--- config.mk ---
export PLATFORM = sky130hd
export DESIGN_NAME = uni_register_flat
export DESIGN_NICKNAME = d
export VERILOG_FILES = /design/src/rtl/uni_register_pkg.sv /design/src/rtl/uni_register_if.sv /design/src/rtl/uni_register_next.sv /design/src/rtl/uni_register.sv /design/src/flat_wrapper.sv
export SDC_FILE = /design/constraint.sdc
export NUM_CORES = 1
export LEC_CHECK = 0
export BUFFER_PORTS_ARGS = -buffer_cell sky130_fd_sc_hd__buf_2
export CORE_ASPECT_RATIO = 0.7
export CORE_MARGIN = 2
export CORE_UTILIZATION = 38
export DETAILED_ROUTE_END_ITERATION = 8
export SLEW_MARGIN = 20
export SYNTH_ARGS = -nofsm -noshare
export SYNTH_HDL_FRONTEND = slang
export SYNTH_SLANG_ARGS = --single-unit
--- constraint.sdc ---
create_clock -name clk -period 2.25 [get_ports clk]
set_clock_uncertainty 0.05 [all_clocks]
set_input_delay 0 -clock clk [delete_from_list [all_inputs] [get_ports clk]]
set_output_delay 0 -clock clk [all_outputs]
set_load 0.1 [all_outputs]
--- src/rtl/uni_register_pkg.sv ---
// Shared definitions for the multi-mode register: the operation encodings and
// a name lookup for messages.
package uni_register_pkg;

    typedef enum logic [2:0] {
        MODE_HOLD = 3'd0,
        MODE_LOAD = 3'd1,
        MODE_INC  = 3'd2,
        MODE_DEC  = 3'd3,
        MODE_SHL  = 3'd4,
        MODE_SHR  = 3'd5,
        MODE_ROL  = 3'd6,
        MODE_ROR  = 3'd7
    } mode_e;

    function automatic string mode_name(input mode_e m);
        case (m)
            MODE_HOLD: return "HOLD";
            MODE_LOAD: return "LOAD";
            MODE_INC:  return "INC";
            MODE_DEC:  return "DEC";
            MODE_SHL:  return "SHL";
            MODE_SHR:  return "SHR";
            MODE_ROL:  return "ROL";
            MODE_ROR:  return "ROR";
            default:   return "???";
        endcase
    endfunction

endpackage

--- src/rtl/uni_register_if.sv ---
// Control/data bundle of the multi-mode register; the master drives the
// operation, the slave (the register) returns its contents and status.
interface uni_register_if #(
    parameter int unsigned WIDTH = 8
);
    import uni_register_pkg::*;

    logic             en;
    mode_e            mode;
    logic [WIDTH-1:0] data;
    logic             sin;
    logic [WIDTH-1:0] out;
    logic             cout;
    logic             zero;

    modport master (
        output en, mode, data, sin,
        input  out, cout, zero
    );

    modport slave (
        input  en, mode, data, sin,
        output out, cout, zero
    );

endinterface

--- src/rtl/uni_register_next.sv ---
// Combinational next-state of the register for the selected operation,
// ignoring enable and reset.
module uni_register_next
    import uni_register_pkg::*;
#(
    parameter int unsigned WIDTH = 8
) (
    input  logic [WIDTH-1:0] out,
    input  logic             cout,
    input  logic [WIDTH-1:0] data,
    input  logic             sin,
    input  mode_e            mode,
    output logic [WIDTH-1:0] next_out,
    output logic             next_cout
);

    always_comb begin
        next_out  = out;
        next_cout = cout;
        case (mode)
            MODE_HOLD: begin
                next_out  = out;
                next_cout = cout;
            end
            MODE_LOAD: begin
                next_out  = data;
                next_cout = 1'b0;
            end
            MODE_INC: begin
                next_out  = out + WIDTH'(1);
                next_cout = &out;
            end
            MODE_DEC: begin
                next_out  = out - WIDTH'(1);
                next_cout = (out == '0);
            end
            MODE_SHL: begin
                next_out  = {out[WIDTH-2:0], sin};
                next_cout = out[WIDTH-1];
            end
            MODE_SHR: begin
                next_out  = {sin, out[WIDTH-1:1]};
                next_cout = out[0];
            end
            MODE_ROL: begin
                next_out  = {out[WIDTH-2:0], out[WIDTH-1]};
                next_cout = out[WIDTH-1];
            end
            MODE_ROR: begin
                next_out  = {out[0], out[WIDTH-1:1]};
                next_cout = out[0];
            end
            default: begin
                next_out  = out;
                next_cout = cout;
            end
        endcase
    end

endmodule

--- src/rtl/uni_register.sv ---
// Parametrised multi-mode register (load/count/shift/rotate) with registered
// carry-out and combinational zero flag.
module uni_register
    import uni_register_pkg::*;
#(
    parameter int unsigned WIDTH     = 8,
    parameter logic [31:0] RESET_VAL = 32'd0
) (
    input logic              clk,
    input logic              rst,
    uni_register_if.slave    bus
);

    localparam logic [WIDTH-1:0] RST_VAL = RESET_VAL[WIDTH-1:0];

    logic [WIDTH-1:0] out_q, out_d, next_out;
    logic             cout_q, cout_d, next_cout;

    uni_register_next #(
        .WIDTH(WIDTH)
    ) u_next (
        .out       (out_q),
        .cout      (cout_q),
        .data      (bus.data),
        .sin       (bus.sin),
        .mode      (bus.mode),
        .next_out  (next_out),
        .next_cout (next_cout)
    );

    always_comb begin
        out_d  = out_q;
        cout_d = cout_q;
        if (bus.en) begin
            out_d  = next_out;
            cout_d = next_cout;
        end
    end

    // Reset is tested first so en/mode are don't-care while rst is high.
    always_ff @(posedge clk) begin
        if (rst) begin
            out_q  <= RST_VAL;
            cout_q <= 1'b0;
        end else begin
            out_q  <= out_d;
            cout_q <= cout_d;
        end
    end

    assign bus.out  = out_q;
    assign bus.cout = cout_q;
    assign bus.zero = (out_q == '0);

endmodule

--- src/flat_wrapper.sv ---
// flat-port wrapper written by rule: the top's interface ports become plain ports
module uni_register_flat import uni_register_pkg::*;
#(
    parameter int unsigned WIDTH     = 8,
    parameter logic [31:0] RESET_VAL = 32'd0
)
  (clk, rst, bus_en, bus_mode, bus_data, bus_sin, bus_out, bus_cout, bus_zero);
  uni_register_if #(.WIDTH(WIDTH)) bus_i ();
  input logic clk;
  input logic rst;
  input wire logic [$bits(bus_i.en)-1:0] bus_en;
  input wire logic [$bits(bus_i.mode)-1:0] bus_mode;
  input wire logic [$bits(bus_i.data)-1:0] bus_data;
  input wire logic [$bits(bus_i.sin)-1:0] bus_sin;
  output wire logic [$bits(bus_i.out)-1:0] bus_out;
  output wire logic [$bits(bus_i.cout)-1:0] bus_cout;
  output wire logic [$bits(bus_i.zero)-1:0] bus_zero;
  assign bus_i.en = bus_en;
  assign bus_i.mode = bus_mode;
  assign bus_i.data = bus_data;
  assign bus_i.sin = bus_sin;
  assign bus_out = bus_i.out;
  assign bus_cout = bus_i.cout;
  assign bus_zero = bus_i.zero;
  uni_register #(.WIDTH(WIDTH), .RESET_VAL(RESET_VAL)) u_core (.clk(clk), .rst(rst), .bus(bus_i));
endmodule
==> results.sh, run 1 <==
export IMPL_status="completed"
export IMPL_path_cells="or4_4 -> nor3_4 -> buf_2"
export IMPL_die_area_sq_um=3150
export IMPL_syn_area_sq_um=1030
export IMPL_worstMarginPinSlew_ps=478
export IMPL_synth_top_flop_cell="dfxtp_1"
export IMPL_drtIter0Drc=57
export IMPL_clock_sinks=9
export IMPL_synthToLayoutAreaGrowth_pct=20.2
export IMPL_core_area_sq_um=2510
export IMPL_grt_setup_unrepaired="no"
export IMPL_crit_type="reg2out"
export IMPL_grt_ovfl_total=0
export IMPL_startpoint="u_core.bus.out[4]$_SDFFE_PP0P_"
export IMPL_fin_nets=174
export IMPL_ys_top_cells_by_area="dfxtp_1 17%, a21oi_1 7.8%, nor2_1 5.1%"
export IMPL_whs_path_depth=2
export IMPL_routed_wl_um=2980
export IMPL_rows=15
export IMPL_n_fill_cell=263
export IMPL_slew_limit_headroom=0.680
export IMPL_timing_hold_ws_ps=30.8
export IMPL_path_buf_inv=1
export IMPL_syn_mean_instance_area_sq_um=7.63
export IMPL_rr_startpoint="u_core.bus.out[3]$_SDFFE_PP0P_"
export IMPL_ctsRootBufferMaster="clkbuf_8"
export IMPL_cp_end_kind="primary output"
export IMPL_power_mw=0.731
export IMPL_slowest_stage="or4_4"
export IMPL_synth_edf_count=0
export IMPL_synth_top_area_cell="dfxtp_1"
export IMPL_grt_pass1_wl_um=4960
export IMPL_place_hpwl_um=2160
export IMPL_vias=1090
export IMPL_track_usage=0.213
export IMPL_insertedDiodeCount=0
export IMPL_maxCapViolations=0
export IMPL_cts_setup_buffers=0
export IMPL_grt_max_degree=24
export IMPL_yosysMostFrequentCell="a21oi_1"
export IMPL_maxSlewViolCount=0
export IMPL_grt_pass1_vias=979
export IMPL_port_buffers=24
export IMPL_p_per_area_nw_per_um2=591
export IMPL_crit_required_ps=2200
export IMPL_yosys_top_cells_count="16 x a21oi_1, 14 x nor2_1, 9 x dfxtp_1, 7 x buf_2, 7 x o21ai_0"
export IMPL_wire_per_inst_um=15.9
export IMPL_ys_warn_count=0
export IMPL_irDropWorstVdd_mv=0.311
export IMPL_setup_viol=0
export IMPL_critPathTopFamily="simple AND/OR/NAND/NOR gates"
export IMPL_period_needed_ps=1930
export IMPL_wl_met3_um=198
export IMPL_path_max_fanout=14
export IMPL_worst_path_largest_cell_delay_ps=560
export IMPL_drive_gt1_frac=0.331
export IMPL_critPathCapture="bus_zero"
export IMPL_post_cts_resized=0
export IMPL_drt_pass1_iter_count=4
export IMPL_grt_antenna_before_repair=0
export IMPL_dr_wl_met2_um=1260
export IMPL_start_util=0.409
export IMPL_max_freq_mhz=519
export IMPL_clock_latency_ps=230
export IMPL_cp_depth=3
export IMPL_cts_tree="done"
export IMPL_drcViolationCount=0
export IMPL_io_pins=25
export IMPL_gp_congestion=0.868
export IMPL_clkTransAtPathRegs_ps=50
export IMPL_drtAntennaViolNets=0
export IMPL_syn_inst=135
export IMPL_async_flop_share=0
export IMPL_htree_levels=1
export IMPL_finalCritPeriodShare=0.857
export IMPL_routed_top_layer="met4"
export IMPL_worstPathArrival_ps=1880
export IMPL_start_kind="flop"
export IMPL_rrSetupSlack_ps=450
export IMPL_yosys_register_bits=9
export IMPL_hold_viol_final=0
export IMPL_ctsHoldBuffers=0
export IMPL_seq_area_frac_synth=0.175
export IMPL_hold_path_class="in2reg"
export IMPL_post_drt_via_cell_ratio=5.80
export IMPL_clockBufferDepth=2
export IMPL_synth_cell_type_count=45
export IMPL_die_w_um=66.2
export IMPL_rr_endpoint="u_core.bus.out[5]$_SDFFE_PP0P_"
export IMPL_p_leak_nw=0.498
export IMPL_m1WireLength_um=1510
export IMPL_ff2ff_path_depth=6
export IMPL_syn_nets=154
export IMPL_yosysTopAreaCellShare=0.175
export IMPL_numCtsBuffers=3
export IMPL_die_height_um=47.6
-- power breakdown --
part / leakage, nW / total, mW / switching [mW] / internal [mW]
registers: 0.0780 / 0.209 / 0.0353 / 0.174
logic: 0.397 / 0.326 / 0.225 / 0.101
clock network: 0.0228 / 0.195 / 0.0712 / 0.124
-- worst min-delay path by stage --
stage,end,slack (ps),startpoint
4_1_cts,u_core.bus.out[0]$_SDFFE_PP0P_,20,rst
5_1_grt,u_core.bus.out[0]$_SDFFE_PP0P_,40,rst
3_5_place_dp,u_core.bus.out[2]$_SDFFE_PP0P_,270,rst
2_1_floorplan,u_core.bus.out[6]$_SDFFE_PP0P_,130,bus_en
6_report,u_core.bus.out[0]$_SDFFE_PP0P_,30,rst
3_3_place_gp,u_core.bus.out[4]$_SDFFE_PP0P_,280,bus_data[4]
-- sequential cells by signal, summed over array words and instances, names as in the netlist --
register and count:
u_core.bus.out 8, u_core.bus.cout 1
-- layout make-up --
class / count / area (sq um) / area share
timing repair buffer: 27 / 143 / 0.115
multi-input combinational: 111 / 797 / 0.644
sequential: 9 / 199 / 0.161
clock buffer: 4 / 45.0 / 0.0364
tap: 34 / 42.5 / 0.0344
inverter: 3 / 11.3 / 0.00910
-- kinds of logic after synthesis --
logic type | after synthesis | share of synthesized area
buf+inv | 15 | 0.0705
fa+ha+maj | 5 | 0.0583
compound gates | 48 | 0.316
mux | 9 | 0.0923
xor+xnor | 7 | 0.0595
simple gates | 42 | 0.228
flops | 9 | 0.175
-- cell usage in the layout (no fill, tap or decap), types with 2 or more instances in the layout --
cell      synthesis  layout
nand3_1           4       4
ha_1              4       4
o211ai_1          4       4
buf_4             0       3
buf_2             7      24
nand2b_1          3       3
mux2i_1           5       5
a211oi_2          1       2
o22ai_1           2       2
clkbuf_8          0       3
mux2_2            4       4
dfxtp_1           9       2
xnor2_1           5       5
a21oi_1          16      16
xor2_1            2       2
nand2_1           3       3
dfxtp_4           0       4
o31ai_2           2       2
a211o_1           2       2
o31a_1            2       2
a221oi_1          2       2
and4_1            2       2
a211oi_1          4       3
o21ai_0           7       7
inv_1             2       2
dfxtp_2           0       3
nor2_1           14      14
nor3_1            5       4
-- per-stage QoR --
| step | cell area (sq um) | cells | utilization | worst slack, ps | setup TNS (ps) |
|---|---|---|---|---|---|
| after CTS | 1240 | 188 | 0.492 | 303 | 0 |
| after global placement | 1190 | 184 | 0.474 | 371 | 0 |
| after detailed placement | 1190 | 184 | 0.474 | 212 | 0 |
| after global routing | 1240 | 188 | 0.492 | 246 | 0 |
| final | 1240 | 188 | 0.492 | 321 | 0 |
| after floorplan | 1070 | 135 | - | -5.49 | -5.49 |
-- routing by layer --
metal	up-vias	global-route usage
met1	497	0.328
met5	-	0
met4	0	0.0408
met2	38	0.302
li1	553	-
met3	2	0.0471
No activity file was read; power rests on OpenSTA's default activity.
==> inputs of run 2 (changes only) <==
- ABC_AREA: default -> 1
- SLEW_MARGIN: 20 -> default
- clock period: 2.25 -> 2.4 ns (I/O delays scaled with it)
==> run 2 against run 1 <==
Net effect:
- total power down 19%
- area after synthesis down 6.9%
- synthesized cell count up 16%
- clock-buffer cell count unchanged
- largest cell class unchanged
==> results.sh, run 2 <==
export IMPL_slowest_stage="dfxtp_1"
export IMPL_place_hpwl_um=2310
export IMPL_irDropWorstVdd_mv=0.286
export IMPL_tns_ps=0
export IMPL_crit_type="reg2reg"
export IMPL_hold_path_class="in2reg"
export IMPL_status="completed"
export IMPL_port_buffers=24
export IMPL_power_frac_seq=0.300
export IMPL_yosysTopAreaCellShare=0.188
export IMPL_synthToLayoutAreaGrowth_pct=25.6
export IMPL_power_mw=0.594
export IMPL_worstPathArrival_ps=1860
export IMPL_drtAntennaViolNets=0
export IMPL_routed_wl_um=2910
export IMPL_p_per_area_nw_per_um2=494
export IMPL_swShare=0.498
export IMPL_core_area_sq_um=2420
export IMPL_largest_reg_flops=8
export IMPL_grt_setup_unrepaired="no"
export IMPL_crit_required_ps=2550
export IMPL_grt_antenna_before_repair=0
export IMPL_power_frac_comb=0.490
export IMPL_die_height_um=46.0
export IMPL_synth_edf_count=0
export IMPL_async_flop_share=0
export IMPL_critPathTopFamily="simple AND/OR/NAND/NOR gates"
export IMPL_die_w_um=64.0
export IMPL_start_util=0.396
export IMPL_drive_gt1_frac=0.211
export IMPL_syn_nets=176
export IMPL_seq_area_sq_um=180
export IMPL_path_max_fanout=5
export IMPL_gp_congestion=0.875
export IMPL_yosysMostFrequentCell="nand2_1"
export IMPL_multi_input_area_sq_um=667
export IMPL_finalNonFillerCells=224
export IMPL_worstMarginPinSlew_ps=497
export IMPL_synth_cell_type_count=29
export IMPL_post_place_ws_ps=719
export IMPL_track_usage=0.198
export IMPL_syn_inst=157
export IMPL_period_needed_ps=1710
export IMPL_cp_end_kind="flop"
export IMPL_wire_per_inst_um=13.0
export IMPL_intPower_mw=0.298
export IMPL_io_pins=25
export IMPL_ys_top_cells_by_area="dfxtp_1 19%, nand2_1 13%, inv_1 9.4%"
export IMPL_insertedDiodeCount=0
export IMPL_clockBufferDepth=2
export IMPL_synth_top_flop_cell="dfxtp_1"
export IMPL_grt_max_degree=11
export IMPL_worst_path_largest_cell_delay_ps=390
export IMPL_final_common_cell="nand2_1"
export IMPL_syn_mean_instance_area_sq_um=6.10
export IMPL_clock_sinks=9
export IMPL_htree_levels=1
export IMPL_hold_viol_final=0
export IMPL_yosys_register_bits=9
export IMPL_slew_limit_headroom=0.671
export IMPL_ys_warn_count=0
export IMPL_rrSetupSlack_ps=690
export IMPL_setup_viol=0
export IMPL_path_common_cell="nand2_1"
export IMPL_max_freq_mhz=585
export IMPL_p_leak_nw=0.588
export IMPL_place_inst=213
export IMPL_fin_nets=210
export IMPL_n_fill_cell=263
export IMPL_drtIter0Drc=54
export IMPL_post_drt_via_cell_ratio=5.44
export IMPL_layout_common_cells="34 x nand2_1, 24 x inv_1, 24 x buf_2, 14 x a21oi_1, 13 x nand3_1"
export IMPL_fin_ws_ps=690
export IMPL_p_clk_frac=0.209
export IMPL_drt_pass1_iter_count=4
export IMPL_numCtsBuffers=3
export IMPL_grt_ovfl_total=0
export IMPL_grt_pass1_vias=966
export IMPL_clock_latency_ps=270
export IMPL_syn_area_sq_um=958
export IMPL_path_cells="nand4_1 -> nand2_1 -> inv_1 -> ha_1 -> inv_1 -> nand2_1 -> nand2_1 -> a21oi_1 -> nand3b_1 -> a21oi_1"
export IMPL_maxCapViolations=0
export IMPL_synth_top_area_cell="dfxtp_1"
export IMPL_finish_utilization=0.497
export IMPL_yosys_top_cells_count="34 x nand2_1, 24 x inv_1, 14 x a21oi_1, 13 x nand3_1, 11 x o21ai_0"
export IMPL_clkTransAtPathRegs_ps=70
export IMPL_start_kind="flop"
export IMPL_drcViolationCount=0
export IMPL_vias=1219
export IMPL_path_buf_inv=2
export IMPL_grt_pass1_wl_um=4420
export IMPL_cts_tree="done"
export IMPL_die_area_sq_um=2950
export IMPL_seq_area_frac_synth=0.188
export IMPL_rows=15
export IMPL_maxSlewViolCount=0
export IMPL_switchingPower_mw=0.296
export IMPL_finalCritPeriodShare=0.713
export IMPL_ctsRootBufferMaster="clkbuf_4"
==> run 2: cell count changes after synthesis, moves of 5 or more <==
cell and change:
nand4_1 +5, nand2_1 +31, nand3_1 +9, nor2_1 -7, mux2i_1 -5, buf_2 -6, xnor2_1 -5, inv_1 +22
==> run 2: layout make-up <==
class / instances / area share
Clock buffer: 4 / 0.0218
Inverter: 26 / 0.0811
Multi-Input combinational cell: 120 / 0.554
Sequential cell: 9 / 0.150
Tap cell: 34 / 0.0353
Timing Repair Buffer: 31 / 0.158
==> run 2: per-stage QoR <==
step	cell area, sq um	hold WS (ps)
finish	1200	5.41
global placement	1110	145
floorplan	961	19.1
detailed placement	1110	152
global route	1200	55.4
CTS	1200	1.30
==> run 2: layer usage <==
layer / up-vias / global-route usage / share of wire
met5: - / 0 / 0
li1: 616 / - / -
met1: 541 / 0.295 / 0.50
met4: 0 / 0.0783 / 0.012
met2: 56 / 0.288 / 0.42
met3: 6 / 0.0223 / 0.076
==> run 2: path summary, 6_finish.rpt <==
path / start / endpoint / cells after the start
setup / recovery: u_core.bus.out[1]$_SDFFE_PP0P_ / u_core.bus.out[4]$_SDFFE_PP0P_ / 10
hold / removal: bus_data[5] / u_core.bus.out[5]$_SDFFE_PP0P_ / 3
setup reg to reg: u_core.bus.out[1]$_SDFFE_PP0P_ / u_core.bus.out[4]$_SDFFE_PP0P_ / 10
hold reg to reg: u_core.bus.cout$_SDFFE_PP0P_ / u_core.bus.cout$_SDFFE_PP0P_ / 2
==> run 2: cells by family after synthesis <==
| family | share of synthesized area |
|---|---|
| AOI/OAI and AO/OA | 0.283 |
| DFF | 0.188 |
| adders and majority gates | 0.0522 |
| and+or+nand+nor | 0.349 |
| buffers and inverters | 0.119 |
| xor gates and xnor gates | 0.00914 |
==> run 2: power by group through the flow <==
| stage | Combinational, mW | Sequential (mW) | Clock, mW |
|---|---|---|---|
| after floorplan | 0.136 | 0.267 | 0 |
| after CTS | 0.289 | 0.178 | 0.126 |
| final | 0.291 | 0.178 | 0.124 |
| after detailed placement | 0.279 | 0.181 | 0 |
| after global routing | 0.311 | 0.181 | 0.129 |
| after global placement | 0.278 | 0.182 | 0 |
==> run 2: tightest hold or removal path: stages <==
cell      delay [ps]
buf_2             80
a211oi_1          70
a21oi_1          130
==> run 2: timing repair <==
item / CTS / global route
hold buffers: 7 / 0
endpoints found under the hold margin: 7 / 0
buffers inserted: 0 / 0
resized for setup: 0 / 0
==> inputs of run 3 (changes only) <==
- clock period: 2.4 -> 1.6 ns (I/O delays scaled with it)
==> run 3 against run 2 <==
Net effect:
- the flow now finishes with violations (hold timing)
- routed wire length rose by 8.8%
- fmax grew 13%
- clock power rose by 42%
- combinational power is 67% higher
- cell count increased by 2.7%
- utilization is 6.3 points higher
- critical path depth decreased by 3
- final area up 13%
- hold slack got worse by 6.7 ps
- sequential cell count unchanged
- total power up 57%
- largest cell class unchanged
- highest routed layer unchanged
==> results.sh, run 3 (synthesized netlist as in run 2, its figures left out) <==
export IMPL_post_place_ws_ps=43.9
export IMPL_failed_checks="hold timing"
export IMPL_track_usage=0.215
export IMPL_drt_pass1_iter_count=5
export IMPL_setup_viol=0
export IMPL_layout_common_cells="32 x nand2_1, 23 x buf_2, 21 x inv_1, 11 x a21oi_1, 11 x o21ai_0"
export IMPL_slew_limit_headroom=0.675
export IMPL_clock_sinks=9
export IMPL_status="finished with violations"
export IMPL_grt_pass1_vias=1048
export IMPL_grt_setup_unrepaired="yes"
export IMPL_ctsRootBufferMaster="clkbuf_4"
export IMPL_htree_levels=1
export IMPL_path_max_fanout=5
export IMPL_largest_reg_flops=8
export IMPL_place_inst=220
export IMPL_hold_path_class="in2reg"
export IMPL_maxCapViolations=0
export IMPL_place_hpwl_um=2400
export IMPL_seq_area_sq_um=210
export IMPL_vias=1266
export IMPL_io_pins=25
export IMPL_n_fill_cell=236
export IMPL_drcViolationCount=0
export IMPL_place_area_sq_um=1200
export IMPL_p_leak_nw=0.629
export IMPL_clockBufferDepth=2
export IMPL_die_w_um=64.0
export IMPL_clock_latency_ps=260
export IMPL_p_clk_frac=0.189
export IMPL_power_mw=0.930
export IMPL_die_height_um=46.0
export IMPL_power_frac_seq=0.290
export IMPL_numCtsBuffers=3
export IMPL_clkTransAtPathRegs_ps=60
export IMPL_intPower_mw=0.471
export IMPL_swShare=0.494
export IMPL_start_kind="flop"
export IMPL_p_per_area_nw_per_um2=686
export IMPL_port_buffers=24
export IMPL_cp_end_kind="flop"
export IMPL_tns_ps=0
export IMPL_synthToLayoutAreaGrowth_pct=41.5
export IMPL_final_common_cell="nand2_1"
export IMPL_drtIter0Drc=105
export IMPL_switchingPower_mw=0.459
export IMPL_core_area_sq_um=2420
export IMPL_irDropWorstVdd_mv=0.443
export IMPL_finalCritPeriodShare=0.944
export IMPL_grt_pass1_wl_um=4790
export IMPL_fin_ws_ps=89.9
export IMPL_rows=15
export IMPL_power_frac_comb=0.522
export IMPL_hold_viol_final=1
export IMPL_design_area_sq_um=1360
export IMPL_cts_tree="done"
export IMPL_maxSlewViolCount=0
export IMPL_finalNonFillerCells=230
export IMPL_drive_gt1_frac=0.378
export IMPL_drtAntennaViolNets=0
export IMPL_worstMarginPinSlew_ps=490
export IMPL_insertedDiodeCount=0
export IMPL_crit_required_ps=1740
export IMPL_grt_max_degree=11
export IMPL_max_freq_mhz=662
export IMPL_gp_congestion=0.875
export IMPL_fin_nets=216
export IMPL_multi_input_area_sq_um=747
export IMPL_period_needed_ps=1510
export IMPL_die_area_sq_um=2950
export IMPL_crit_type="reg2reg"
export IMPL_grt_ovfl_total=0
export IMPL_timing_hold_ws_ps=-1.34
export IMPL_start_util=0.396
export IMPL_grt_antenna_before_repair=0
export IMPL_wire_per_inst_um=13.8
export IMPL_worstPathArrival_ps=1650
export IMPL_routed_wl_um=3160
export IMPL_post_drt_via_cell_ratio=5.50
[run 3: changes by cell type in the layout (fill, tap and decap cells not counted), sizes merged]
cell	change
buf	+8
dlygate4sd3	-2
[run 3: worst paths after layout]
path | startpoint | end | slack, ps | cells after the start
worst min-delay path | bus_data[6] | u_core.bus.out[6]$_SDFFE_PP0P_ | -1 | 3
worst max register to register | u_core.bus.out[3]$_SDFFE_PP0P_ | u_core.bus.out[7]$_SDFFE_PP0P_ | 90 | 7
worst min register to register | u_core.bus.out[0]$_SDFFE_PP0P_ | u_core.bus.out[0]$_SDFFE_PP0P_ | 470 | 2
worst max-delay path | u_core.bus.out[3]$_SDFFE_PP0P_ | u_core.bus.out[7]$_SDFFE_PP0P_ | 90 | 7
[run 3: worst max-delay path, stage by stage (launching register included)]
cell and delay [ps]:
dfxtp_4 360, ha_1 320, inv_1 90, nor3_1 190, nand2_1 100, nand3_1 100
nand3_2 110, a21oi_2 120
[run 3: power by group through the flow]
stage | Sequential (mW) | Combinational [mW] | Clock (mW)
floorplan | 0.402 | 0.210 | 0
global route | 0.272 | 0.521 | 0.198
CTS | 0.267 | 0.457 | 0.182
global placement | 0.272 | 0.442 | 0
finish | 0.269 | 0.485 | 0.176
detailed placement | 0.272 | 0.443 | 0
[run 3: stage by stage]
step / hold WS [ps] / utilization
2_1_floorplan: 9.36 / -
4_1_cts: 7.86 / 0.528
3_3_place_gp: 135 / 0.496
6_report: -1.34 / 0.560
3_5_place_dp: 144 / 0.496
5_1_grt: 11.7 / 0.560
[run 3: per-layer routing]
metal  vias to the layer above  GRT usage  share of wire
met2                        65      0.327           0.45
li1                        620          -              -
met1                       570      0.300           0.45
met5                         -          0              0
met3                        11     0.0347          0.081
met4                         0     0.0957          0.022
[run 3: final cells by class]
cell class / instances / share of cell area
multi-input cells: 120 / 0.551
repair buffers: 37 / 0.172
flip-flops and latches: 9 / 0.155
inverters: 26 / 0.0720
well taps: 34 / 0.0314
clock buffers: 4 / 0.0194
[run 3: what timing repair did]
| item | 4_1_cts | 5_1_grt |
|---|---|---|
| endpoints found under the hold margin | 5 | 0 |
| pin swaps | 0 | 8 |
| setup buffers | 0 | 1 |
| hold buffers | 5 | 0 |
| gates resized for setup | 1 | 15 |
| setup endpoints to repair | 1 | 4 |
| cloned | 0 | 0 |
